<file path="config.mk">
export PLATFORM = sky130hd
export DESIGN_NAME = hall_spin_ctrl
export DESIGN_NICKNAME = d
export VERILOG_FILES = /design/src/rtl/hall_spin_ctrl.sv
export SDC_FILE = /design/constraint.sdc
export NUM_CORES = 1
export LEC_CHECK = 0
export CORE_MARGIN = 5
export CORE_UTILIZATION = 59
export DETAILED_ROUTE_END_ITERATION = 6
export GPL_ROUTABILITY_DRIVEN = 0
export GPL_TIMING_DRIVEN = 0
export HOLD_SLACK_MARGIN = 0.05
export PLACE_DENSITY = 0.83
export SLEW_MARGIN = 0
export SYNTH_ARGS = -nofsm -noshare
export SYNTH_HDL_FRONTEND = slang
export SYNTH_SLANG_ARGS = --single-unit
</file>
<file path="constraint.sdc">
create_clock -name clk -period 10.2 [get_ports clk]
set_input_delay 1.02 -clock clk [delete_from_list [all_inputs] [get_ports clk]]
set_output_delay 1.02 -clock clk [all_outputs]
set_load 0.01 [all_outputs]
</file>
<file path="src/rtl/hall_spin_ctrl.sv">
// hall_spin_ctrl: spinning-current phase sequencer with blanking, per-phase
// sign demodulation of ADC samples, multi-spin integration and a
// valid/ready result register with a sticky overrun flag.
module hall_spin_ctrl #(
    parameter int unsigned NPHASES   = 4,
    parameter int unsigned TPHASE    = 64,
    parameter int unsigned TBLANK    = 4,
    parameter int unsigned NSPIN     = 4,
    parameter int unsigned DW        = 12,
    parameter int unsigned ACCW      = 24,
    parameter logic [3:0]  SIGN_MASK = 4'b1100
) (
    input  logic            clk,
    input  logic            rst,
    input  logic            en,
    input  logic [DW-1:0]   adc_data,
    input  logic            adc_valid,
    output logic [3:0]      phases,
    output logic            phases_update,
    output logic [ACCW-1:0] out_data,
    output logic [15:0]     out_count,
    output logic            out_valid,
    input  logic            out_ready,
    output logic            overrun
);

    localparam int unsigned CW      = $clog2(TPHASE);
    localparam int unsigned SW      = (NSPIN > 1) ? $clog2(NSPIN) : 1;
    localparam int unsigned PSTEP   = (NPHASES == 2) ? 2 : 1;
    localparam int unsigned LAST_PH = (NPHASES == 2) ? 2 : 3;

    localparam logic [1:0] S_IDLE  = 2'd0;
    localparam logic [1:0] S_BLANK = 2'd1;
    localparam logic [1:0] S_ACQ   = 2'd2;

    logic [1:0]      state_q,   state_d;
    logic [1:0]      phase_q,   phase_d;
    logic [CW-1:0]   cyc_q,     cyc_d;
    logic [SW-1:0]   spin_q,    spin_d;
    logic [ACCW-1:0] acc_q,     acc_d;
    logic [15:0]     cnt_q,     cnt_d;
    logic [3:0]      phases_q,  phases_d;
    logic            upd_q,     upd_d;
    logic [ACCW-1:0] odata_q,   odata_d;
    logic [15:0]     ocount_q,  ocount_d;
    logic            ovalid_q,  ovalid_d;
    logic            overrun_q, overrun_d;

    logic            win_end;
    logic [ACCW-1:0] win_data;
    logic [15:0]     win_count;
    logic [ACCW-1:0] sample_ext;
    logic [ACCW-1:0] sample_term;
    logic [15:0]     cnt_inc;

    // Sign-extend the sample and apply the demodulation sign of the active phase
    always_comb begin
        sample_ext  = {{(ACCW-DW){adc_data[DW-1]}}, adc_data};
        sample_term = SIGN_MASK[phase_q] ? (ACCW'(0) - sample_ext) : sample_ext;
        cnt_inc     = (cnt_q == 16'hFFFF) ? cnt_q : (cnt_q + 16'd1);
    end

    // Phase sequencer and integrator next-state logic
    always_comb begin
        state_d   = state_q;
        phase_d   = phase_q;
        cyc_d     = cyc_q;
        spin_d    = spin_q;
        acc_d     = acc_q;
        cnt_d     = cnt_q;
        phases_d  = phases_q;
        upd_d     = 1'b0;
        win_end   = 1'b0;
        win_data  = acc_q;
        win_count = cnt_q;

        case (state_q)
            S_IDLE: begin
                phases_d = 4'b0000;
                if (en) begin
                    state_d  = S_BLANK;
                    phase_d  = 2'd0;
                    cyc_d    = '0;
                    spin_d   = '0;
                    acc_d    = '0;
                    cnt_d    = '0;
                    phases_d = 4'b0001;
                    upd_d    = 1'b1;
                end
            end

            S_BLANK: begin
                if (!en) begin
                    state_d  = S_IDLE;
                    phases_d = 4'b0000;
                end else begin
                    cyc_d = cyc_q + CW'(1);
                    if (cyc_q == CW'(TBLANK - 1)) begin
                        state_d = S_ACQ;
                    end
                end
            end

            S_ACQ: begin
                if (!en) begin
                    state_d  = S_IDLE;
                    phases_d = 4'b0000;
                end else begin
                    if (adc_valid) begin
                        acc_d = acc_q + sample_term;
                        cnt_d = cnt_inc;
                    end
                    if (cyc_q == CW'(TPHASE - 1)) begin
                        cyc_d   = '0;
                        state_d = S_BLANK;
                        upd_d   = 1'b1;
                        if (phase_q == 2'(LAST_PH)) begin
                            phase_d  = 2'd0;
                            phases_d = 4'b0001;
                            if (spin_q == SW'(NSPIN - 1)) begin
                                // Window complete: hand the total (final sample included) to the output stage
                                win_end   = 1'b1;
                                win_data  = acc_d;
                                win_count = cnt_d;
                                acc_d     = '0;
                                cnt_d     = '0;
                                spin_d    = '0;
                            end else begin
                                spin_d = spin_q + SW'(1);
                            end
                        end else begin
                            phase_d  = phase_q + 2'(PSTEP);
                            phases_d = 4'b0001 << phase_d;
                        end
                    end else begin
                        cyc_d = cyc_q + CW'(1);
                    end
                end
            end

            default: begin
                state_d  = S_IDLE;
                phases_d = 4'b0000;
            end
        endcase
    end

    // Result register: load when empty or being drained, otherwise drop and flag overrun
    always_comb begin
        odata_d   = odata_q;
        ocount_d  = ocount_q;
        ovalid_d  = ovalid_q;
        overrun_d = overrun_q;
        if (ovalid_q && out_ready) begin
            ovalid_d = 1'b0;
        end
        if (win_end) begin
            if (!ovalid_q || out_ready) begin
                odata_d  = win_data;
                ocount_d = win_count;
                ovalid_d = 1'b1;
            end else begin
                overrun_d = 1'b1;
            end
        end
    end

    // State registers with synchronous reset
    always_ff @(posedge clk) begin
        if (rst) begin
            state_q   <= S_IDLE;
            phase_q   <= 2'd0;
            cyc_q     <= '0;
            spin_q    <= '0;
            acc_q     <= '0;
            cnt_q     <= '0;
            phases_q  <= 4'b0000;
            upd_q     <= 1'b0;
            odata_q   <= '0;
            ocount_q  <= '0;
            ovalid_q  <= 1'b0;
            overrun_q <= 1'b0;
        end else begin
            state_q   <= state_d;
            phase_q   <= phase_d;
            cyc_q     <= cyc_d;
            spin_q    <= spin_d;
            acc_q     <= acc_d;
            cnt_q     <= cnt_d;
            phases_q  <= phases_d;
            upd_q     <= upd_d;
            odata_q   <= odata_d;
            ocount_q  <= ocount_d;
            ovalid_q  <= ovalid_d;
            overrun_q <= overrun_d;
        end
    end

    assign phases        = phases_q;
    assign phases_update = upd_q;
    assign out_data      = odata_q;
    assign out_count     = ocount_q;
    assign out_valid     = ovalid_q;
    assign overrun       = overrun_q;

endmodule
</file>
==> results by group, run 1 <==
Status
  • Status: finished clean

Timing
  • Final setup vio count: 0
  • Final hold vios: 0
  • Hold WS: between 0.4 and 0.5 ns
  • Setup Skew: 0.00918 ns
  • Max frequency: around 200 MHz
  • Crit share post-route: between 40 and 50%
  • Setup_tns: 0 ns
  • Slew Limit Fails: 0
  • RSZ-0062 raised after global routing: false
  • Worst rel slew slack: 49.9%
  • Crit path time final: 4.90 ns
  • Slew @ Worst Pin: 0.751 ns

CTS
  • Clk_lat worst skew: 0.39 ns
  • CTS tree: built
  • Root buf cell: clkbuf_8
  • H-tree depth: 3
  • CTS clk-pin slew, worst paths: 0.09 ns
  • Clock sink count: 99
  • Inserted Clock Buffers: 9
  • Post-CTS sizing: 0
  • Cts hold-fix bufs: 0
  • Postcts setup bufs: 0
  • CTS max path bufs: 2

Critical path
  • Slowest cell delay on critical path: 0.55 ns
  • Req. time, crit path: ~10 ns
  • Worst path slowest cell: nor4_1
  • Worst setup SP type: input port
  • CP bufs+invs: 1
  • Cell family with most CP delay: simple AND/OR/NAND/NOR gates
  • Crit path DAT: 5.16 ns
  • Nature of the critical path endpoint: flip-flop
  • Worst-path cell chain: clkdlybuf4s50_1 -> nor4_1 -> nand2b_1 -> or2_2 -> o21ai_0 -> xnor2_1 -> ha_1 -> and4_2 -> a221o_1 -> o2111ai_4 -> a21boi_0 -> or3_1 -> a311oi_1 -> nor3_1
  • Maximum fanout along the worst path: 6
  • Critical path class: in2reg

Synthesis
  • Top post-synthesis cells by area: dfxtp_1, ha_1, nor2_1
  • Cells after synthesis: 784
  • Netlist Area Pre-Place: 6140 um^2
  • Primary FF master, synth: dfxtp_1
  • Sequential share of the synthesized area: 32.3%
  • #FFs+latches synth: 99
  • EDFF count, synth: 0
  • Library cells used by synthesis: 66
  • Synth area leader: dfxtp_1
  • Synthesized net count: 841
  • Post-synth top area share: 32.3%
  • Mean Syn Cell Area: between 7 and 8 um^2
  • Syn. warnings: 0
  • Asr flop ratio synth: 0%

Power and ir drop
  • Int Pwr: 0.000533 W
  • Switching Fraction: 28.7%
  • Combinational power share: 14.5%
  • Power, Total: 0.000748 W
  • Clk network pwr share: 33.2%
  • Flop pwr share: a little over half
  • Max VDD drop: 0.0000820 V
  • Psw: 0.000215 W
  • Pwr Density: 105 nW/um^2
  • P_leak: 2.61 nW

Route
  • Drt wl/cell: 17.5 um
  • Vias per cell: 6.27
  • # DRC: 0
  • DR pass1 iterations: 5
  • ANT nets after route: 0
  • Initial DRC count: 531
  • Total wire length: 17.4 mm
  • Routed via count: 6243

Die
  • FP Rows: 37
  • I/O pin count: 64
  • Core footprint: 10200 um^2
  • Die Span X: 112 um
  • Die area: about 13000 um^2
  • Die height: 112 um
  • Starting Density: between 60% and 70%

Flow run
  • Max-cap viol count: 0

GRT
  • Vias in the first global route: between 6000 and 7000
  • Total global routing overflow: 0
  • Initial antenna violation count: 0
  • Gr usage total: 27.8%
  • First-pass GRT wire length: 28.9 mm
  • Largest net degree at the start of global routing: 20

Cells and area
  • Share of layout cells above drive strength 1: 4.07%
  • Synthesis-to-finish area growth: 15.8%
  • Final std cells w/o fill: 996
  • Nets: roughly 900
  • Utilization after layout: between 60% and 70%
  • Antenna diode instance count: 0

Worst hold path
  • Hold/Removal Path Class: reg2reg

Placed design
  • Port bufs: 61
  • # placed instances: 981
  • Dpl hpwl: ~13 mm
-- metrics by stage --
stage / cell area (um^2) / setup WS [ns]
floorplan: 6140 / 5.96
global placement: 6920 / 5.06
detailed placement: 6920 / 4.96
CTS: 7110 / 5.36
global route: 7110 / 5.11
finish: 7110 / 5.30
-- sequential cells by signal, summed over array words and instances, names as in the netlist --
name           flops
phase_q            2
cyc_q              6
out_data          24
phases_update      1
phases             4
out_valid          1
state_q            2
acc_q             24
spin_q             2
overrun            1
cnt_q             16
out_count         16
-- metal layers --
layer / track usage [%] / vias to the layer above / wire [um]
li1: - / 2966 / -
met1: 34.8 / 2950 / 7270
met2: 46.4 / 285 / 8240
met3: 3.99 / 42 / 1380
met4: 14.6 / 0 / 509
met5: 0 / - / 0
-- layout by cell type, fill, tap and decap left out, drive strengths merged, types with 3 or more instances in the layout --
master and instances:
or4 3, nor3b 3, nand2 78, nand4 13
o211ai 5, nand2b 8, nor3 24, mux2i 9
o21ai 41, a31oi 5, clkbuf 49, a21o 14
buf 7, xor2 13, clkinv 3, nand3 19
or3 12, clkdlybuf4s50 61, and4 4, nand3b 4
ha 39, dfxtp 99, nor2b 19, a22oi 16
xnor2 20, inv 17, a21oi 74, a32oi 9
nor2 100, o41ai 4, mux2 3, o21a 4
a211oi 27, a21boi 4, and3 8, o2111ai 3
a311oi 5, o31ai 5, and2 3
-- power by group through the flow --
stage          sequential, W  clock [W]  combinational (W)
6_report            0.000391   0.000248           0.000109
5_1_grt             0.000392   0.000266           0.000118
4_1_cts             0.000391   0.000249           0.000106
3_5_place_dp        0.000400          0           0.000105
3_3_place_gp        0.000400          0           0.000101
2_1_floorplan       0.000400          0          0.0000702
-- synth_stat cells (all sizes together) (5+ instances only) --
library cell,number
o211ai,5
and3,8
a21o,14
ha,39
o21ai,41
a21oi,74
buf,7
inv,17
xnor2,20
o31ai,5
nor3,24
dfxtp,99
nand2,78
a31oi,5
mux2i,9
or3,12
a22oi,16
nand4,13
nor2b,19
a32oi,9
xor2,13
a311oi,5
nand3,19
a211oi,27
clkbuf,37
nand2b,8
nor2,100
-- kinds of logic (layout without fill, tap and decap cells) --
| kind of cell | after synthesis | in the layout | share of synthesized area [%] |
|---|---|---|---|
| buf+inv | 62 | 138 | 4.10 |
| flops | 99 | 99 | 32.3 |
| fa+ha+maj | 40 | 40 | 8.27 |
| mux | 12 | 12 | 2.02 |
| simple gates | 308 | 308 | 24.0 |
| compound gates | 230 | 230 | 24.7 |
| xor+xnor | 33 | 33 | 4.71 |
-- area by class of cell --
| class | count | area (um^2) |
|---|---|---|
| Sequential cell | 99 | 1980 |
| Fill cell | 844 | 3120 |
| Inverter | 17 | 63.8 |
| Tap cell | 136 | 170 |
| Buffer | 45 | 188 |
| Timing Repair Buffer | 61 | 611 |
| Clock buffer | 12 | 165 |
| Clock inverter | 3 | 22.5 |
| Multi-Input combinational cell | 623 | 3910 |
-- path summary, 6_finish.rpt --
| kind | from | end | slack [ns] | cells after the start |
|---|---|---|---|---|
| hold / removal | out_count[12] | out_count[12] | 0.46 | 2 |
| setup reg to reg | phase_q[1] | out_data[19] | 6.10 | 12 |
| hold reg to reg | out_count[12] | out_count[12] | 0.46 | 2 |
| setup / recovery | adc_data[4] | out_data[14] | 5.30 | 14 |
-- tightest hold or removal path, stage by stage, from the launching register on --
cell	delay [ns]
dfxtp_1	0.32
nand2_1	0.05
a21oi_1	0.05
Note: power is estimated with default switching activity, not from simulation.
==> run 2: changes to the inputs <==
CORE_UTILIZATION = 58   (was 59)
PLACE_DENSITY = 0.81   (was 0.83)
clock period = 4.8 ns   (was 10.2 ns; I/O delays follow)
==> run 2 against run 1 <==
Against the previous run: register-to-register slack lost 5.4 ns; die area increased by 1.6%; clock skew increased by 0.0028 ns; sequential power increased by 110%; global-route usage decreased by 0.50 points; clock-buffer cell count unchanged.
==> results by group, run 2 (synthesized netlist as in run 1, its figures left out) <==
Status
  • Status: finished clean (unchanged)

Cells and area
  • Most frequent cells in the layout: nor2_1, dfxtp_1, nand2_1 (unchanged)
  • Nets: 913 (unchanged)
  • Synthesis-to-finish area growth: 16.0% (was 15.8%)
  • Share of layout cells above drive strength 1: 3.95% (was 4.07%)
  • Final std cells w/o fill: 996 (unchanged)
  • Commonest non-fill, non-tap cell in the layout: nor2_1 (unchanged)
  • # fillers: 884 (was 844)
  • Antenna diode instance count: 0 (unchanged)

Placed design
  • DP Worst Slack: 0.0755 ns (was 4.96 ns)
  • # placed instances: 981 (unchanged)
  • Port bufs: 61 (unchanged)
  • Dpl hpwl: 12.9 mm (was 12.8 mm)

GRT
  • Total global routing overflow: 0 (unchanged)
  • Initial antenna violation count: 0 (unchanged)
  • Largest net degree at the start of global routing: 20 (unchanged)
  • First-pass GRT wire length: 28.7 mm (was 28.9 mm)
  • Gr usage total: 27.3% (was 27.8%)
  • Vias in the first global route: 5988 (was 6068)

Die
  • Die Span X: 113 um (was 112 um)
  • Die height: 113 um (was 112 um)
  • Die area: 12700 um^2 (was 12500 um^2)
  • I/O pin count: 64 (unchanged)
  • FP Rows: 37 (unchanged)
  • Starting Density: 59.5% (was 60.0%)
  • Core footprint: 10300 um^2 (was 10200 um^2)

Critical path
  • Worst setup SP type: input port (unchanged)
  • Launch point of the worst reg-to-reg path: phase_q[1] (unchanged)
  • Worst reg2reg endpoint: out_data[19] (unchanged)
  • Req. time, crit path: 5.05 ns (was 10.46 ns)
  • Critical path origin: adc_data[4] (unchanged)
  • Crit path DAT: 4.67 ns (was 5.16 ns)
  • Reg2reg setup slack: 0.66 ns (was 6.10 ns)
  • CP endpoint: out_data[14] (unchanged)
  • Critical path class: in2reg (unchanged)
  • R2R cell count: 12 (unchanged)
  • Maximum fanout along the worst path: 6 (unchanged)
  • Nature of the critical path endpoint: flip-flop (unchanged)

Route
  • Drt wl/cell: 17.5 um (about the same)
  • ANT nets after route: 0 (unchanged)
  • # DRC: 0 (unchanged)
  • Total wire length: 17.4 mm (about the same)
  • Vias per cell: 6.25 (was 6.27)
  • DR pass1 iterations: 5 (unchanged)
  • Initial DRC count: 662 (was 531)
  • Routed via count: 6227 (was 6243)

Timing
  • Worst rel slew slack: 50.1% (was 49.9%)
  • Hold WS: 0.459 ns (about the same)
  • Final hold vios: 0 (unchanged)
  • Slew Limit Fails: 0 (unchanged)
  • RSZ-0062 raised after global routing: false (unchanged)
  • Worst Slack Setup Final: 0.378 ns (was 5.30 ns)
  • Setup_tns: 0 ns (unchanged)
  • Final setup vio count: 0 (unchanged)
  • Setup Skew: 0.0120 ns (was 0.00918 ns)
  • Crit share post-route: approximately 92%
  • Slew @ Worst Pin: 0.748 ns (was 0.751 ns)
  • Max frequency: approximately 230 MHz
  • Crit path time final: 4.42 ns

CTS
  • Clock sink count: 99 (unchanged)
  • Inserted Clock Buffers: 9 (unchanged)
  • Cts hold-fix bufs: 0 (unchanged)
  • CTS tree: built (unchanged)
  • Root buf cell: clkbuf_8 (unchanged)
  • CTS max path bufs: 2 (unchanged)
  • Clk_lat worst skew: 0.38 ns (was 0.39 ns)
  • CTS clk-pin slew, worst paths: 0.09 ns (about the same)
  • H-tree depth: 3 (unchanged)
  • Post-CTS sizing: 0 (unchanged)
  • Postcts setup bufs: 0 (unchanged)

Power and ir drop
  • Max VDD drop: 0.000126 V (was 0.0000820 V)
  • P_leak: 2.61 nW (about the same)
  • Pwr Density: 227 nW/um^2 (was 105 nW/um^2)

Flow run
  • Max-cap viol count: 0 (unchanged)

Worst hold path
  • Hold/Removal Path Class: reg2reg (unchanged)
-- run 2: cell type report --
cell class              count  area (um^2)  area share (%)
plain buffers              45          188            2.64
clock buffers              12          155            2.18
clock inverters             3         46.3           0.650
inverters                  17         63.8           0.896
multi-input cells         623         3910            54.8
flip-flops and latches     99         1980            27.8
well taps                 136          170            2.39
repair buffers             61          611            8.57
-- run 2: worst min-delay path by stage --
stage	startpoint	endpoint	slack, ns	cells after the start
5_1_grt	out_count[14]	out_count[14]	0.48	2
4_1_cts	out_count[3]	out_count[3]	0.46	2
3_3_place_gp	out_count[3]	out_count[3]	0.44	2
3_5_place_dp	out_count[6]	out_count[6]	0.45	2
2_1_floorplan	cyc_q[1]	cyc_q[1]	0.44	2
6_report	out_count[6]	out_count[6]	0.46	2
-- run 2: worst max-delay path, cell delays in order --
cell	delay, ns
clkdlybuf4s50_1	0.49
nor4_1	0.53
nand2b_1	0.15
or2_2	0.31
o21ai_0	0.19
xnor2_1	0.15
ha_1	0.30
and4_2	0.24
a221o_1	0.41
o2111ai_4	0.31
a21boi_0	0.15
or3_1	0.35
a311oi_1	0.51
nor3_1	0.08
-- run 2: layer usage --
metal / track usage, % / part of all wire (%) / routed length (um) / vias up
li1: - / - / - / 2975
met1: 35.3 / 42 / 7290 / 2893
met2: 45.9 / 47 / 8130 / 294
met3: 2.35 / 7.6 / 1330 / 65
met4: 13.0 / 3.7 / 641 / 0
met5: 0 / 0 / 0 / -
-- run 2: power by group --
group	switching [W]	internal (W)	leakage, nW
Combinational	0.000152	0.0000777	1.71
Clock	0.000289	0.000269	0.0991
Sequential	0.00000503	0.000826	0.798
-- run 2: per-stage QoR --
stage | power (W) | instance area (um^2) | utilization (%)
5_1_grt | 0.00169 | 7120 | 69.0
3_3_place_gp | 0.00107 | 6920 | 67.0
4_1_cts | 0.00162 | 7120 | 69.0
6_report | 0.00162 | 7120 | 69.0
3_5_place_dp | 0.00107 | 6920 | 67.0
2_1_floorplan | 0.000999 | 6140 | -
